$ cat config.mk
export PLATFORM = sky130hd
export DESIGN_NAME = arp_rx_parser
export DESIGN_NICKNAME = d
export VERILOG_FILES = /design/src/rtl/arp_rx_parser.sv
export SDC_FILE = /design/constraint.sdc
export NUM_CORES = 1
export LEC_CHECK = 0
export ABC_AREA = 0
export CAP_MARGIN = 10
export CELL_PAD_IN_SITES_DETAIL_PLACEMENT = 0
export CELL_PAD_IN_SITES_GLOBAL_PLACEMENT = 1
export CORE_MARGIN = 3
export CORE_UTILIZATION = 43
export CTS_BUF_LIST = sky130_fd_sc_hd__clkbuf_2 sky130_fd_sc_hd__clkbuf_4 sky130_fd_sc_hd__clkbuf_8
export CTS_CLUSTER_DIAMETER = 60
export DETAILED_ROUTE_END_ITERATION = 10
export PLACE_DENSITY = 0.76
export SLEW_MARGIN = 20
export SYNTH_ARGS = -nofsm -noshare
export SYNTH_HDL_FRONTEND = slang
export SYNTH_SLANG_ARGS = --single-unit
$ cat constraint.sdc
create_clock -name sys_clk -period 2.3 [get_ports sys_clk]
set_input_delay 0.46 -clock sys_clk [delete_from_list [all_inputs] [get_ports sys_clk]]
set_output_delay 0.46 -clock sys_clk [all_outputs]
set_load 0.02 [all_outputs]
$ cat src/rtl/arp_rx_parser.sv
// ARP receive parser: validates ARP frames addressed to this node
// and strobes the sender IP/MAC toward the ARP cache.
module arp_rx_parser #(
  parameter logic [31:0] LOCAL_IP  = {8'd192, 8'd168, 8'd0, 8'd2},
  parameter logic [47:0] LOCAL_MAC = 48'h00_0a_35_01_02_03
) (
  input  logic        sys_clk,
  input  logic        reset_n,
  input  logic        rx_en,
  input  logic        rx_valid,
  input  logic [7:0]  rx_data,
  output logic        store_en,
  output logic [31:0] store_ip,
  output logic [47:0] store_mac,
  output logic        arp_is_req,
  output logic        arp_is_reply
);

  typedef enum logic [2:0] {
    IDLE,
    HDR,
    MATCH,
    EMIT,
    DROP
  } state_t;

  state_t      state;
  logic [5:0]  cnt;
  logic        bc_ok;
  logic        uc_ok;
  logic        oper_rep;
  logic [47:0] mac_sh;
  logic [31:0] ip_sh;

  logic        take;
  logic        byte_ok;
  logic        bc_nx;
  logic        uc_nx;
  logic [7:0]  mac_b;
  logic [7:0]  ip_b;

  // A byte is inspected only while the header is still being parsed
  assign take = rx_en & rx_valid & ((state == IDLE) | (state == HDR));

  // Expected LOCAL_MAC byte for the current destination-MAC index
  always_comb begin
    mac_b = 8'h00;
    case (cnt[2:0])
      3'd0: mac_b = LOCAL_MAC[47:40];
      3'd1: mac_b = LOCAL_MAC[39:32];
      3'd2: mac_b = LOCAL_MAC[31:24];
      3'd3: mac_b = LOCAL_MAC[23:16];
      3'd4: mac_b = LOCAL_MAC[15:8];
      3'd5: mac_b = LOCAL_MAC[7:0];
      default: mac_b = 8'h00;
    endcase
  end

  // Expected LOCAL_IP byte for the current target-IP index
  always_comb begin
    ip_b = 8'h00;
    case (cnt)
      6'd38: ip_b = LOCAL_IP[31:24];
      6'd39: ip_b = LOCAL_IP[23:16];
      6'd40: ip_b = LOCAL_IP[15:8];
      6'd41: ip_b = LOCAL_IP[7:0];
      default: ip_b = 8'h00;
    endcase
  end

  // Per-index field check; DA tracks broadcast and unicast separately
  always_comb begin
    bc_nx   = ((cnt == 6'd0) | bc_ok) & (rx_data == 8'hff);
    uc_nx   = ((cnt == 6'd0) | uc_ok) & (rx_data == mac_b);
    byte_ok = 1'b1;
    unique case (1'b1)
      (cnt <= 6'd5):  byte_ok = bc_nx | uc_nx;
      (cnt == 6'd12): byte_ok = (rx_data == 8'h08);
      (cnt == 6'd13): byte_ok = (rx_data == 8'h06);
      (cnt == 6'd14): byte_ok = (rx_data == 8'h00);
      (cnt == 6'd15): byte_ok = (rx_data == 8'h01);
      (cnt == 6'd16): byte_ok = (rx_data == 8'h08);
      (cnt == 6'd17): byte_ok = (rx_data == 8'h00);
      (cnt == 6'd18): byte_ok = (rx_data == 8'h06);
      (cnt == 6'd19): byte_ok = (rx_data == 8'h04);
      (cnt == 6'd20): byte_ok = (rx_data == 8'h00);
      (cnt == 6'd21): byte_ok = (rx_data == 8'h01) |
                                (rx_data == 8'h02);
      (cnt >= 6'd38 && cnt <= 6'd41):
                      byte_ok = (rx_data == ip_b);
      default:        byte_ok = 1'b1;
    endcase
  end

  // Frame FSM, byte counter, shadow capture and registered outputs
  always_ff @(posedge sys_clk or negedge reset_n) begin
    if (!reset_n) begin
      state        <= IDLE;
      cnt          <= '0;
      bc_ok        <= 1'b0;
      uc_ok        <= 1'b0;
      oper_rep     <= 1'b0;
      mac_sh       <= '0;
      ip_sh        <= '0;
      store_en     <= 1'b0;
      store_ip     <= '0;
      store_mac    <= '0;
      arp_is_req   <= 1'b0;
      arp_is_reply <= 1'b0;
    end else begin
      store_en     <= 1'b0;
      arp_is_req   <= 1'b0;
      arp_is_reply <= 1'b0;

      if (!rx_en) begin
        cnt <= '0;
      end else if (rx_valid && cnt != 6'd63) begin
        cnt <= cnt + 6'd1;
      end

      unique case (state)
        IDLE: if (rx_en) state <= HDR;
        HDR: if (!rx_en) state <= IDLE;
        MATCH: begin
          if (!rx_en) begin
            state        <= EMIT;
            store_en     <= 1'b1;
            store_ip     <= ip_sh;
            store_mac    <= mac_sh;
            arp_is_req   <= ~oper_rep;
            arp_is_reply <= oper_rep;
          end
        end
        EMIT: state <= IDLE;
        DROP: if (!rx_en) state <= IDLE;
        default: state <= IDLE;
      endcase

      if (take) begin
        if (cnt <= 6'd5) begin
          bc_ok <= bc_nx;
          uc_ok <= uc_nx;
        end
        if (cnt == 6'd21) begin
          oper_rep <= (rx_data == 8'h02);
        end
        if (cnt >= 6'd22 && cnt <= 6'd27) begin
          mac_sh <= {mac_sh[39:0], rx_data};
        end
        if (cnt >= 6'd28 && cnt <= 6'd31) begin
          ip_sh <= {ip_sh[23:0], rx_data};
        end
        if (!byte_ok) begin
          state <= DROP;
        end else if (cnt == 6'd41) begin
          state <= MATCH;
        end
      end
    end
  end

endmodule

==> impl_metrics.json, run 1 <==
{
  "fp.coreArea_mm2": 0.0166,
  "nets": 663,
  "maxSlewHeadroom_pct": 72.5,
  "drv_cap": 0,
  "post_drt_wl_per_cell_um": 17.3,
  "hpwl_um": 11000,
  "async_reset_ff_share_pct": 100,
  "setup_viol": 0,
  "clock_skew_ns": 0.0121,
  "synthesis.area_mm2": 0.00734,
  "via_per_inst": 5.06,
  "synth-xor-area-share_pct": 0.835,
  "numPortBuffers": 94,
  "cts-htree-levels": 4,
  "ff2ff_setup_slack_ns": 0.08,
  "start_util_pct": 44.1,
  "ios": 95,
  "grt_pass1_wl_um": 25000,
  "tns_ns": 0,
  "whs_path_depth": 1,
  "clkSinkCount": 175,
  "r2r_start": "cnt[1]",
  "insertedDiodeCount": 0,
  "vias": 4433,
  "place_inst": 842,
  "ys_ff_latch": 175,
  "layoutNonFillerInstCount": 876,
  "drive_above_1_share_pct": 40.5,
  "track_usage_pct": 17.2,
  "grt_max_degree": 63,
  "row_count": 47,
  "synth_nets": 528,
  "finalWirelength_um": 15100,
  "ys_seq_area_share_pct": 59.7,
  "p_int_w": 0.00424,
  "cts_tree": "built",
  "drtIter0Drc": 230,
  "synth_edf_count": 0,
  "r2r-end": "state[2]",
  "critPathLaunchType": "flip-flop",
  "leakage_nw": 4.45,
  "clock_latency_ns": 0.45,
  "place.gp.congestion": 0.878,
  "peakVddDrop_uv": 328,
  "swShare_pct": 23.6,
  "antenna_left": 0,
  "seq_power_share_pct": 56.1,
  "drc": 0,
  "synth_top_family_by_area": "multiplexers",
  "worstHoldStart": "oper_rep",
  "cts_buffer_depth": 2,
  "hold_end": "arp_is_req",
  "tightest_slew_ns": 0.412,
  "synth_cell_types": 57,
  "power_density_mw_per_mm2": 596,
  "cp_data_required_time_ns": 2.65,
  "firstDrtPassIters": 5,
  "syn_area_per_cell_um2": 14.4,
  "grt_pass1_vias": 4796,
  "cp-end-kind": "flip-flop",
  "fin_hold_ws_ns": 0.453,
  "critPathKind": "reg -> reg",
  "fmax_mhz": 451,
  "p_switching_w": 0.00131,
  "muxShareOfSynthArea_pct": 24.8,
  "period_needed_ns": 2.22,
  "root_buffer": "clkbuf_8",
  "clockPowerShare_pct": 38.3,
  "synth-simple-area-share_pct": 6.75,
  "critPathArrivalTime_ns": 2.57,
  "status": "complete, no violations",
  "yosysWarnings": 0,
  "grt_overflow": 0,
  "synth-main-ff-cell": "dfrtp_1",
  "area_growth_pct": 27.1,
  "crit_start": "cnt[1]",
  "die_h_um": 137,
  "cts_buffers": 17,
  "synth_fa_ha_area_share_pct": 1.36,
  "synth_compound_area_share_pct": 4.02,
  "dieArea_mm2": 0.0187,
  "clkTransAtPathRegs_ns": 0.09,
  "post-route-util_pct": 56.0,
  "hold_violations": 0,
  "die_x_um": 137,
  "antenna_found_initial": 0,
  "maxSlewViolCount": 0,
  "fin_crit_sh_pct": 96.5,
  "synthCells": 508,
  "ff2ff_path_depth": 9,
  "p_comb_share_pct": 5.6,
  "worst_hold_path_type": "reg -> reg",
  "timing.critical_path.fanout_max": 5
}
-- critical path, cell delays in order (launching register included) --
cell,delay [ns]
dfrtp_2,0.43
inv_2,0.10
ha_2,0.20
nor2_1,0.07
buf_4,0.15
o22ai_2,0.24
a311oi_2,0.10
nor4_2,0.28
o2111ai_1,0.26
a31o_1,0.29
-- placed cells by master, fill, tap and decap left out, types with 6 or more instances in the layout --
cell / netlist / routed
dfrtp_1: 175 / 173
nand2_1: 10 / 10
xnor2_1: 6 / 6
clkbuf_8: 0 / 18
clkdlybuf4s50_1: 0 / 93
nor3_1: 6 / 6
mux2_2: 159 / 159
nand3_1: 7 / 6
nor2_1: 13 / 12
buf_4: 0 / 46
o21ai_0: 8 / 8
-- kinds of logic (layout without fill, tap and decap cells) --
family	Yosys count	count (layout)
flip-flops	175	175
AO/OA/AOI/OAI	39	39
adder cells (fa/ha/maj)	8	8
XOR/XNOR	7	7
buffers and inverters	38	186
multiplexers	162	162
AND/OR/NAND/NOR	79	79
-- metrics by stage --
step                      setup slack, ns  power, W  cell area (um2)
after floorplan                    0.0750   0.00329             7340
after global placement             -0.159   0.00348             8850
after detailed placement           -0.202   0.00348             8850
after CTS                          0.0207   0.00564             9280
after global routing              -0.0168   0.00582             9330
final                              0.0803   0.00556             9330
-- power by group through the flow --
stage | combinational, W | sequential, W | clock [W]
after CTS | 0.000308 | 0.00312 | 0.00221
after global routing | 0.000347 | 0.00312 | 0.00235
after detailed placement | 0.000304 | 0.00318 | 0
after floorplan | 0.000106 | 0.00318 | 0
final | 0.000312 | 0.00312 | 0.00213
after global placement | 0.000298 | 0.00318 | 0
-- area by class of cell --
type,count,area [um2]
fillers,1374,7320
flip-flops and latches,175,4380
multi-input cells,295,2830
repair buffers,147,1410
well taps,220,275
clock buffers,18,248
clock inverters,14,156
inverters,7,26.3
-- what timing repair did --
item,in CTS,in global routing
buffers inserted,0,1
hold buffers,1,0
endpoints found under the hold margin,40,0
gates resized for setup,4,11
endpoints found under the setup margin,3,5
pin swaps,0,1
-- worst max path at each step --
stage	to	slack, ns	cells past startpoint
floorplan	state[1]	0.08	9
finish	state[2]	0.08	9
detailed placement	ip_sh[29]	-0.20	6
global placement	ip_sh[29]	-0.16	6
CTS	state[2]	0.02	9
global route	state[2]	-0.02	9
-- cell usage after synthesis (all sizes together) (2+ instances only) --
cell,count,area [um2]
nor2,13,48.8
nand2b,3,18.8
o31ai,3,22.5
and2,5,31.3
a22oi,2,15.0
o21ai,8,40.0
buf,13,90.1
nand3,7,35.0
and4bb,2,25.0
ha,8,100
clkbuf,18,70.1
a311oi,2,23.8
nand4bb,2,22.5
nor4,2,18.8
and3,2,12.5
and4,2,17.5
nor3b,2,20.0
nand3b,5,37.5
dfrtp,175,4380
nand4,2,12.5
or3,3,18.8
mux2i,2,20.0
a31oi,3,18.8
or4,2,15.0
xnor2,6,52.6
inv,7,26.3
mux2,160,1800
nor3,6,30.0
nor2b,4,25.0
nor4bb,2,20.0
nand4b,2,17.5
nand2,10,37.5
a21oi,7,35.0
-- state kept, by name, summed over array words and instances (netlist names) --
name / cells
arp_is_reply: 1
arp_is_req: 1
bc_ok: 1
cnt: 6
ip_sh: 32
mac_sh: 48
oper_rep: 1
state: 3
store_en: 1
store_ip: 32
store_mac: 48
uc_ok: 1
-- metal layers --
metal	vias up	track usage, %	share of wire [%]
met4	0	7.05	1.7
met2	88	28.0	50
met1	2235	22.2	45
met5	-	0	0
met3	18	3.86	3.8
li1	2092	-	-
(Power assumes the default switching activity.)
==> run 2: changes to the inputs <==
--- a/config.mk
+++ b/config.mk
@@ -6,7 +6,6 @@
 export NUM_CORES = 1
 export LEC_CHECK = 0
 export ABC_AREA = 0
-export CAP_MARGIN = 10
 export CELL_PAD_IN_SITES_DETAIL_PLACEMENT = 0
 export CELL_PAD_IN_SITES_GLOBAL_PLACEMENT = 1
 export CORE_MARGIN = 3
==> results of run 2 <==
No change in the layout: final DEF, timing and power equal those of run 1.
